<file path="src/rtl/ins_enc_pkg.sv">
// Shared type codes, opcodes and FIFO entry layout for the instruction encoder.
package ins_enc_pkg;

  typedef enum logic [1:0] {
    TYPE_LD  = 2'b00,
    TYPE_SD  = 2'b01,
    TYPE_ILL = 2'b10,
    TYPE_BR  = 2'b11
  } ins_type_e;

  localparam logic [6:0] OPC_LD = 7'b0000011;
  localparam logic [6:0] OPC_SD = 7'b0100011;
  localparam logic [6:0] OPC_BR = 7'b1100011;

  // Address field is sized for the widest supported counter; the top uses the low ADDR_W bits.
  localparam int unsigned ENTRY_ADDR_W = 32;

  typedef struct packed {
    logic [ENTRY_ADDR_W-1:0] addr;
    logic [31:0]             ins;
  } enc_entry_t;

  function automatic logic [63:0] sext12(input logic [11:0] v);
    return {{52{v[11]}}, v};
  endfunction

endpackage

</file>
<file path="src/rtl/ins_enc_fifo.sv">
// Synchronous FIFO with full/empty flags; DEPTH must be a power of two.
module ins_enc_fifo #(
  parameter int unsigned DEPTH = 4,
  parameter int unsigned WIDTH = 64
) (
  input  logic             clk,
  input  logic             reset,
  input  logic             push,
  input  logic [WIDTH-1:0] wdata,
  input  logic             pop,
  output logic [WIDTH-1:0] rdata,
  output logic             full,
  output logic             empty
);

  localparam int unsigned PW = $clog2(DEPTH);

  logic [WIDTH-1:0] mem [DEPTH];
  logic [PW:0]      wr_ptr_q, rd_ptr_q;
  logic             do_push, do_pop;

  // Extra pointer MSB distinguishes full from empty when the index bits match.
  assign empty   = (wr_ptr_q == rd_ptr_q);
  assign full    = (wr_ptr_q[PW] != rd_ptr_q[PW]) && (wr_ptr_q[PW-1:0] == rd_ptr_q[PW-1:0]);
  assign do_push = push && !full;
  assign do_pop  = pop && !empty;
  assign rdata   = mem[rd_ptr_q[PW-1:0]];

  always_ff @(posedge clk or negedge reset) begin
    if (!reset) begin
      wr_ptr_q <= '0;
      rd_ptr_q <= '0;
    end else begin
      if (do_push) wr_ptr_q <= wr_ptr_q + 1'b1;
      if (do_pop)  rd_ptr_q <= rd_ptr_q + 1'b1;
    end
  end

  always_ff @(posedge clk) begin
    if (do_push) mem[wr_ptr_q[PW-1:0]] <= wdata;
  end

endmodule

</file>
<file path="src/rtl/ins_encoder.sv">
// Packs ld/sd/br requests into instruction words and streams them with word addresses.
// Optional re-decode self-check enabled by defining ENC_SELF_CHECK_EN.
module ins_encoder
  import ins_enc_pkg::*;
#(
  parameter int unsigned DEPTH     = 4,
  parameter int unsigned ADDR_W    = 8,
  parameter int unsigned BASE_ADDR = 0
) (
  input  logic              clk,
  input  logic              reset,
  input  logic              in_valid,
  output logic              in_ready,
  input  logic [1:0]        in_type,
  input  logic [4:0]        in_rd,
  input  logic [4:0]        in_rs1,
  input  logic [4:0]        in_rs2,
  input  logic [2:0]        in_funct3,
  input  logic [63:0]       in_imm,
  output logic              out_valid,
  input  logic              out_ready,
  output logic [31:0]       out_ins,
  output logic [ADDR_W-1:0] out_addr,
  output logic              err,
  output logic              chk_fail
);

  logic [31:0]       word;
  logic              type_ok, imm_ok, reject, accept, push;
  logic [ADDR_W-1:0] addr_q;
  logic              err_q;
  logic              full, empty;
  enc_entry_t        wdata, rdata;
  logic [ENTRY_ADDR_W-1:0] addr_ext;
  logic              unused_addr;
  logic [11:0]       b;

  assign b = in_imm[11:0];

  always_comb begin
    word    = '0;
    type_ok = 1'b1;
    case (ins_type_e'(in_type))
      TYPE_LD: word = {in_imm[11:0], in_rs1, in_funct3, in_rd, OPC_LD};
      TYPE_SD: word = {in_imm[11:5], in_rs2, in_rs1, in_funct3, in_imm[4:0], OPC_SD};
      TYPE_BR: word = {b[11], b[9:4], in_rs2, in_rs1, in_funct3, b[3:0], b[10], OPC_BR};
      default: type_ok = 1'b0;
    endcase
  end

  assign imm_ok   = (&in_imm[63:11]) || !(|in_imm[63:11]);
  assign reject   = !(type_ok && imm_ok);
  assign in_ready = !full;
  assign accept   = in_valid && in_ready;
  assign push     = accept && !reject;
  assign wdata    = '{addr: ENTRY_ADDR_W'(addr_q), ins: word};

  always_ff @(posedge clk or negedge reset) begin
    if (!reset) begin
      addr_q <= ADDR_W'(BASE_ADDR);
      err_q  <= 1'b0;
    end else begin
      err_q <= accept && reject;
      if (push) addr_q <= addr_q + 1'b1;
    end
  end

  ins_enc_fifo #(
    .DEPTH (DEPTH),
    .WIDTH ($bits(enc_entry_t))
  ) u_fifo (
    .clk   (clk),
    .reset (reset),
    .push  (push),
    .wdata (wdata),
    .pop   (out_valid && out_ready),
    .rdata (rdata),
    .full  (full),
    .empty (empty)
  );

  // Stale storage is masked so the outputs read zero whenever nothing is buffered.
  assign out_valid   = !empty;
  assign out_ins     = empty ? 32'h0 : rdata.ins;
  assign addr_ext    = empty ? '0 : rdata.addr;
  assign out_addr    = addr_ext[ADDR_W-1:0];
  assign unused_addr = ^(addr_ext >> ADDR_W);
  assign err         = err_q;

`ifdef ENC_SELF_CHECK_EN
  logic [63:0] dec_imm;
  logic        chk_q;

  always_comb begin
    dec_imm = in_imm;
    case (word[6:0])
      OPC_LD:  dec_imm = sext12(word[31:20]);
      OPC_SD:  dec_imm = sext12({word[31:25], word[11:7]});
      OPC_BR:  dec_imm = sext12({word[31], word[7], word[30:25], word[11:8]});
      default: dec_imm = in_imm;
    endcase
  end

  always_ff @(posedge clk or negedge reset) begin
    if (!reset) begin
      chk_q <= 1'b0;
    end else if (push && (dec_imm != in_imm)) begin
      chk_q <= 1'b1;
    end
  end

  assign chk_fail = chk_q;
`else
  assign chk_fail = 1'b0;
`endif

endmodule

</file>
<file path="config.mk">
export PLATFORM = sky130hd
export DESIGN_NAME = ins_encoder
export DESIGN_NICKNAME = d
export VERILOG_FILES = /design/src/rtl/ins_enc_pkg.sv /design/src/rtl/ins_enc_fifo.sv /design/src/rtl/ins_encoder.sv
export SDC_FILE = /design/constraint.sdc
export NUM_CORES = 1
export LEC_CHECK = 0
export CAP_MARGIN = 0
export CORE_MARGIN = 4
export CORE_UTILIZATION = 25
export CTS_CLUSTER_DIAMETER = 40
export DETAILED_ROUTE_END_ITERATION = 7
export PLACE_DENSITY = 0.44
export SLEW_MARGIN = 20
export SYNTH_ARGS = -nofsm -noshare
export SYNTH_HDL_FRONTEND = slang
export SYNTH_HIERARCHICAL = 1
export SYNTH_SLANG_ARGS = --single-unit
</file>
<file path="constraint.sdc">
create_clock -name clk -period 4.1 [get_ports clk]
set_input_delay 1.025 -clock clk [delete_from_list [all_inputs] [get_ports clk]]
set_output_delay 1.025 -clock clk [all_outputs]
set_load 0.01 [all_outputs]
</file>
; ---- Word level (Yosys, flattened, before mapping)
; Memory sizes are Yosys's and may differ from the RTL's.
; Cells that the tools add are included.
[classes]
n_addsub = 3
mul = 0
div = 0
order_cmp = 0
eq_ne = 5
shifts = 0
n_mux = 6
bitwise = 0
reduce_logical = 17
[ops]
columns = op, count
row1 = case mux 32 bit (3 select lines), 1
row2 = AND reduction 53 bit, 1
row3 = OR reduction 53 bit, 1
row4 = two-way mux 32 bit, 1
row5 = adder 8 x 1 -> 8 bit (second input constant), 1
row6 = logical AND 1 bit, 8
row7 = two-way mux 8 bit, 1
row8 = adder 3 x 1 -> 3 bit (second input constant), 2
row9 = logical NOT 1 bit, 4
row10 = equality test 3 bit, 1
row11 = two-way mux 1 bit, 3
row12 = OR reduction 3 bit, 1
row13 = equality test 2 x 1 -> 1 bit (second input constant), 1
row14 = equality test 2 bit, 1
row15 = equality test 2 bit (second input constant), 1
row16 = logical NOT 2 bit, 1
row17 = logical OR 1 bit, 1
row18 = != test 1 bit, 1
[totals]
ff_bits = 15
latch_bits = 0
mem_bits_rw = 160
mem_bits_ro = 0
in_bits = 88
out_inout_bits = 44
word_cells = 36
memories = 1
[mem_list]
columns = memory, depth, word_bits, read_ports, rd_ports_with_merged_regs, wr, line
row1 = u_fifo.mem, 4, 40, 1, 0, 1, ins_enc_fifo.sv:18  ; logic [WIDTH-1:0] mem [DEPTH];

; ---- Depth between registers and ports, before layout
[logic_depth]
depth_word = 8
depth_mapped = 10
ltp_nobuf = 9

; ---- Cells and area by module
; The synthesis kept the hierarchy.
[by_module_without_submodules]
columns = mod, n_inst, cells_each, area_per_inst_um2, seq_area_each_um2
row1 = ins_enc_fifo, 1, 386, 9730.6, 7837.5
row2 = ins_encoder, 1, 181, 1310.0, 225.2

; ---- Worst setup path before layout
; No wires, ideal clock.
[synth_timing]
path_kind = input -> register
start = in in_imm[11]
end = mem u_fifo/mem[0][0] (netlist name), enable pin
setup_ns = 0.429
arrival_time_ns = 4.078
required_time_ns = 3.671
setup_slack_ns = -0.407
path_stages = 8
path_buffers = 1
cell_sequence = nor4_1 -> nand4_1 -> or4_1 -> buf_6 -> a21boi_4 -> inv_1 -> a31oi_2 -> and2_1
[synth_via]
elab_chain_len = 8
word_cells_on_any_way = 9
classes_between = 2 x mux / 7 x reduce/logical
[synth_rtl]
columns = item, line
row1 = "start, declared", ins_encoder.sv:19  ; input logic [63:0] in_imm,
row2 = OR reduction 53 bit, ins_encoder.sv:51  ; assign imm_ok = (&in_imm[63:11]) || !(|in_imm[63:11]);
row3 = logical NOT 1 bit, ins_encoder.sv:51
row4 = logical OR 1 bit (*), ins_encoder.sv:51
row5 = logical AND 1 bit (*), ins_encoder.sv:52  ; assign reject = !(type_ok && imm_ok);
row6 = logical AND 1 bit (*), ins_encoder.sv:55  ; assign push = accept && !reject;
row7 = net push, ins_encoder.sv:29  ; logic type_ok, imm_ok, reject, accept, push;
row8 = logical AND 1 bit (*), ins_enc_fifo.sv:25  ; assign do_push = push && !full;
row9 = two-way mux 1 bit (*), ins_enc_fifo.sv:40  ; if (do_push) mem[wr_ptr_q[PW-1:0]] <= wdata;
row10 = two-way mux 1 bit (implied by the code) (*), ins_enc_fifo.sv:40
row11 = "end, declared", ins_enc_fifo.sv:18
; The timed path passes the listed nets; every way through them passes the cells marked *.

; ---- Final worst setup path
[layout_timing]
start = reg u_fifo.wr_ptr_q[1]
end = out out_addr[7]
[layout_via]
elab_chain_len = 2
[layout_rtl]
columns = item, line
row1 = "start, declared", ins_enc_fifo.sv:19  ; logic [PW:0] wr_ptr_q, rd_ptr_q;
row2 = "start signal, assigned", ins_enc_fifo.sv:34  ; if (do_push) wr_ptr_q <= wr_ptr_q + 1'b1;
row3 = equality test 3 bit, ins_enc_fifo.sv:23  ; assign empty = (wr_ptr_q == rd_ptr_q);
row4 = net empty, ins_encoder.sv:32  ; logic full, empty;
row5 = two-way mux 8 bit, ins_encoder.sv:85  ; assign addr_ext = empty ? '0 : rdata.addr;
row6 = "end, declared", ins_encoder.sv:23  ; output logic [ADDR_W-1:0] out_addr,
; The timed path passes the listed nets, and every way through them passes these cells.

==> impl_metrics.toml <==
[clocking]
cts_buffers = 17
cts_tree = "yes"
clk_pin_slew_ns = 0.07
cts_sinks = 175
htree_levels = 4
hold_buffers = 0
cts.repair.resized = 0
root_buffer = "clkbuf_16"
clk-insertion-delay-late_ns = 0.41
clockBufferDepth = 2
postCtsSetupRepairBufs = 0

[sta]
rsz0062_at_grt = "false"
slew_headroom_pct = 49.10
final.period_utilization_pct = 93.51
hold_viol = 0
worst_pin_slew_ns = 0.7611
max_freq_mhz = 260.8
drv_slew = 0
skew_ns = 0.01208
setup_violations = 0
setup_slack_ns = 0.2662
setup-tns-final_ns = 0
period_needed_ns = 3.834

[power_and_ir_drop]
power_frac_comb_pct = 30.0
power_frac_seq_pct = 40.9
ir_drop_mv = 0.2628
internal_power_mw = 3.609
clkPwrFrac_pct = 29.2
power_mw = 4.952
swShare_pct = 27.12
p_sw_mw = 1.343
p_per_area_nw_per_um2 = 494.0
leakage_nw = 3.391

[detailed_routing]
drc = 0
vias_per_cell = 4.420
routed_wl_um = 18130
dr.pass1.iters = 4
antenna_left = 0
drt-initial-drc-count = 242
vias = 4429
routedWlPerCell_um = 18.09

[floorplan]
start_util_pct = 25.50
die_w_um = 182.6
rows = 63
core_area_um2 = 29870
fp.dieH_um = 182.6
io_pins = 132
die_area_um2 = 33330

[finish]
multi_input_area_um2 = 2262
nFillCells = 2874
instances_no_fill = 1002
register_area_um2 = 5185
syn2layout_area_growth_pct = 31.59
num-nets-final = 693
antennaDiodeCount = 0
drive_gt1_share_pct = 16.34
final_util_pct = 33.55

[grt]
grt_pass1_vias = 4899
grt_max_degree = 45
antenna_found_initial = 0
grt_pass1_wl_um = 28110
grt.total_usage_pct = 11.07
grt_overflow = 0

[synth]
syn-mean-instance-area_um2 = 17.04
syn_inst = 447
yosys_warnings = 6
netlist_area_um2 = 7617

[placement]
dp_hpwl_um = 12410
dp_slack_ns = 0.2561
portBuffers = 130
numPlacedInstances = 970
place.gp.congestion = 0.9466

[worst_setup_path]
slowest_delay_ns = 0.63
critical_path_arrival_ns = 2.81
crit_required_ns = 3.07
crit_chain = "xnor2_2 > and3_2 > buf_4 > nor2b_1 > clkdlybuf4s50_1"
cp_slowest_cell = "and3_2"
crit_path_end_kind = "output port"
cp_max_fo = 20
critPathKind = "flop to output port"
critPathLaunchType = "flop"

[hold_path]
min_path_type = "flop to flop"

[status]
run_status = "finished, final reports clean"

[run]
drv_cap = 0
## critical path, delay by kind of cell, from the launching register on
kind	cells	cell delay, ns
buffers and inverters	2	0.80
and+or+nand+nor	2	0.70
DFF	1	0.48
xor gates and xnor gates	1	0.40
## final cells by class
cell class | instances | area share, %
clock buffers | 18 | 4.282
clock inverters | 14 | 0.9986
inverters | 14 | 0.5243
multi-input cells | 242 | 22.57
flip-flops and latches | 175 | 51.73
well taps | 390 | 4.868
repair buffers | 149 | 15.03
## layout by cell type, fill, tap and decap left out, types with 3 or more instances in the layout
master           count
a21o_1               3
a21oi_1              7
a22o_1               5
and2_1              10
and2_2               4
buf_12               5
buf_4               14
clkbuf_16           17
clkdlybuf4s50_1    130
clkinv_1             8
clkinv_4             3
conb_1              13
dfrtp_1             13
edfxtp_1           160
ha_1                 6
inv_1               14
mux2i_1              5
mux4_2              40
nand2_1             11
nand2b_1             3
nand3_1              9
nand4_1             19
nor2_1               7
nor2b_1             42
nor4_1              13
o21ai_0             13
xnor2_1              3
xor2_1               9
## worst paths after layout
kind,start,slack (ns),endpoint,cells past startpoint
max,u_fifo/wr_ptr_q[1],0.27,out_addr[7],5
min,addr_q[7],0.55,addr_q[7],1
max reg2reg,u_fifo/rd_ptr_q[0],1.14,u_fifo/mem[0][5],11
min reg2reg,addr_q[7],0.55,addr_q[7],1
max in group asynchronous,reset,2.49,u_fifo/rd_ptr_q[0],1
min in group asynchronous,reset,1.06,u_fifo/wr_ptr_q[1],1
## state kept, by name, summed over array words and instances (netlist names)
register,flops
err,1
u_fifo/rd_ptr_q,3
u_fifo/wr_ptr_q,3
u_fifo/mem,160
addr_q,8
## per-stage QoR
stage / area (um2) / hold WS (ns)
floorplan: 7662 / 0.4857
global placement: 9494 / 0.5260
detailed placement: 9494 / 0.5437
CTS: 10020 / 0.5536
global route: 10020 / 0.5840
finish: 10020 / 0.5519
## metal layers
metal / part of all wire (%) / GRT usage (%) / up-vias / wire (um)
li1: - / - / 2043 / -
met5: 0 / 0 / - / 0
met2: 51 / 19.14 / 144 / 9216
met3: 5.2 / 2.711 / 18 / 951
met4: 1.3 / 3.212 / 0 / 238
met1: 43 / 13.75 / 2224 / 7720
## power groups by stage
| stage | logic [mW] | registers (mW) | clock network (mW) |
|---|---|---|---|
| final | 1.48 | 2.02 | 1.44 |
| after global routing | 1.62 | 2.04 | 1.57 |
| after CTS | 1.54 | 2.03 | 1.49 |
| after detailed placement | 1.53 | 2.07 | 0 |
| after global placement | 1.53 | 2.07 | 0 |
| after floorplan | 0.889 | 2.02 | 0 |
Note: power is estimated with default switching activity, not from simulation.
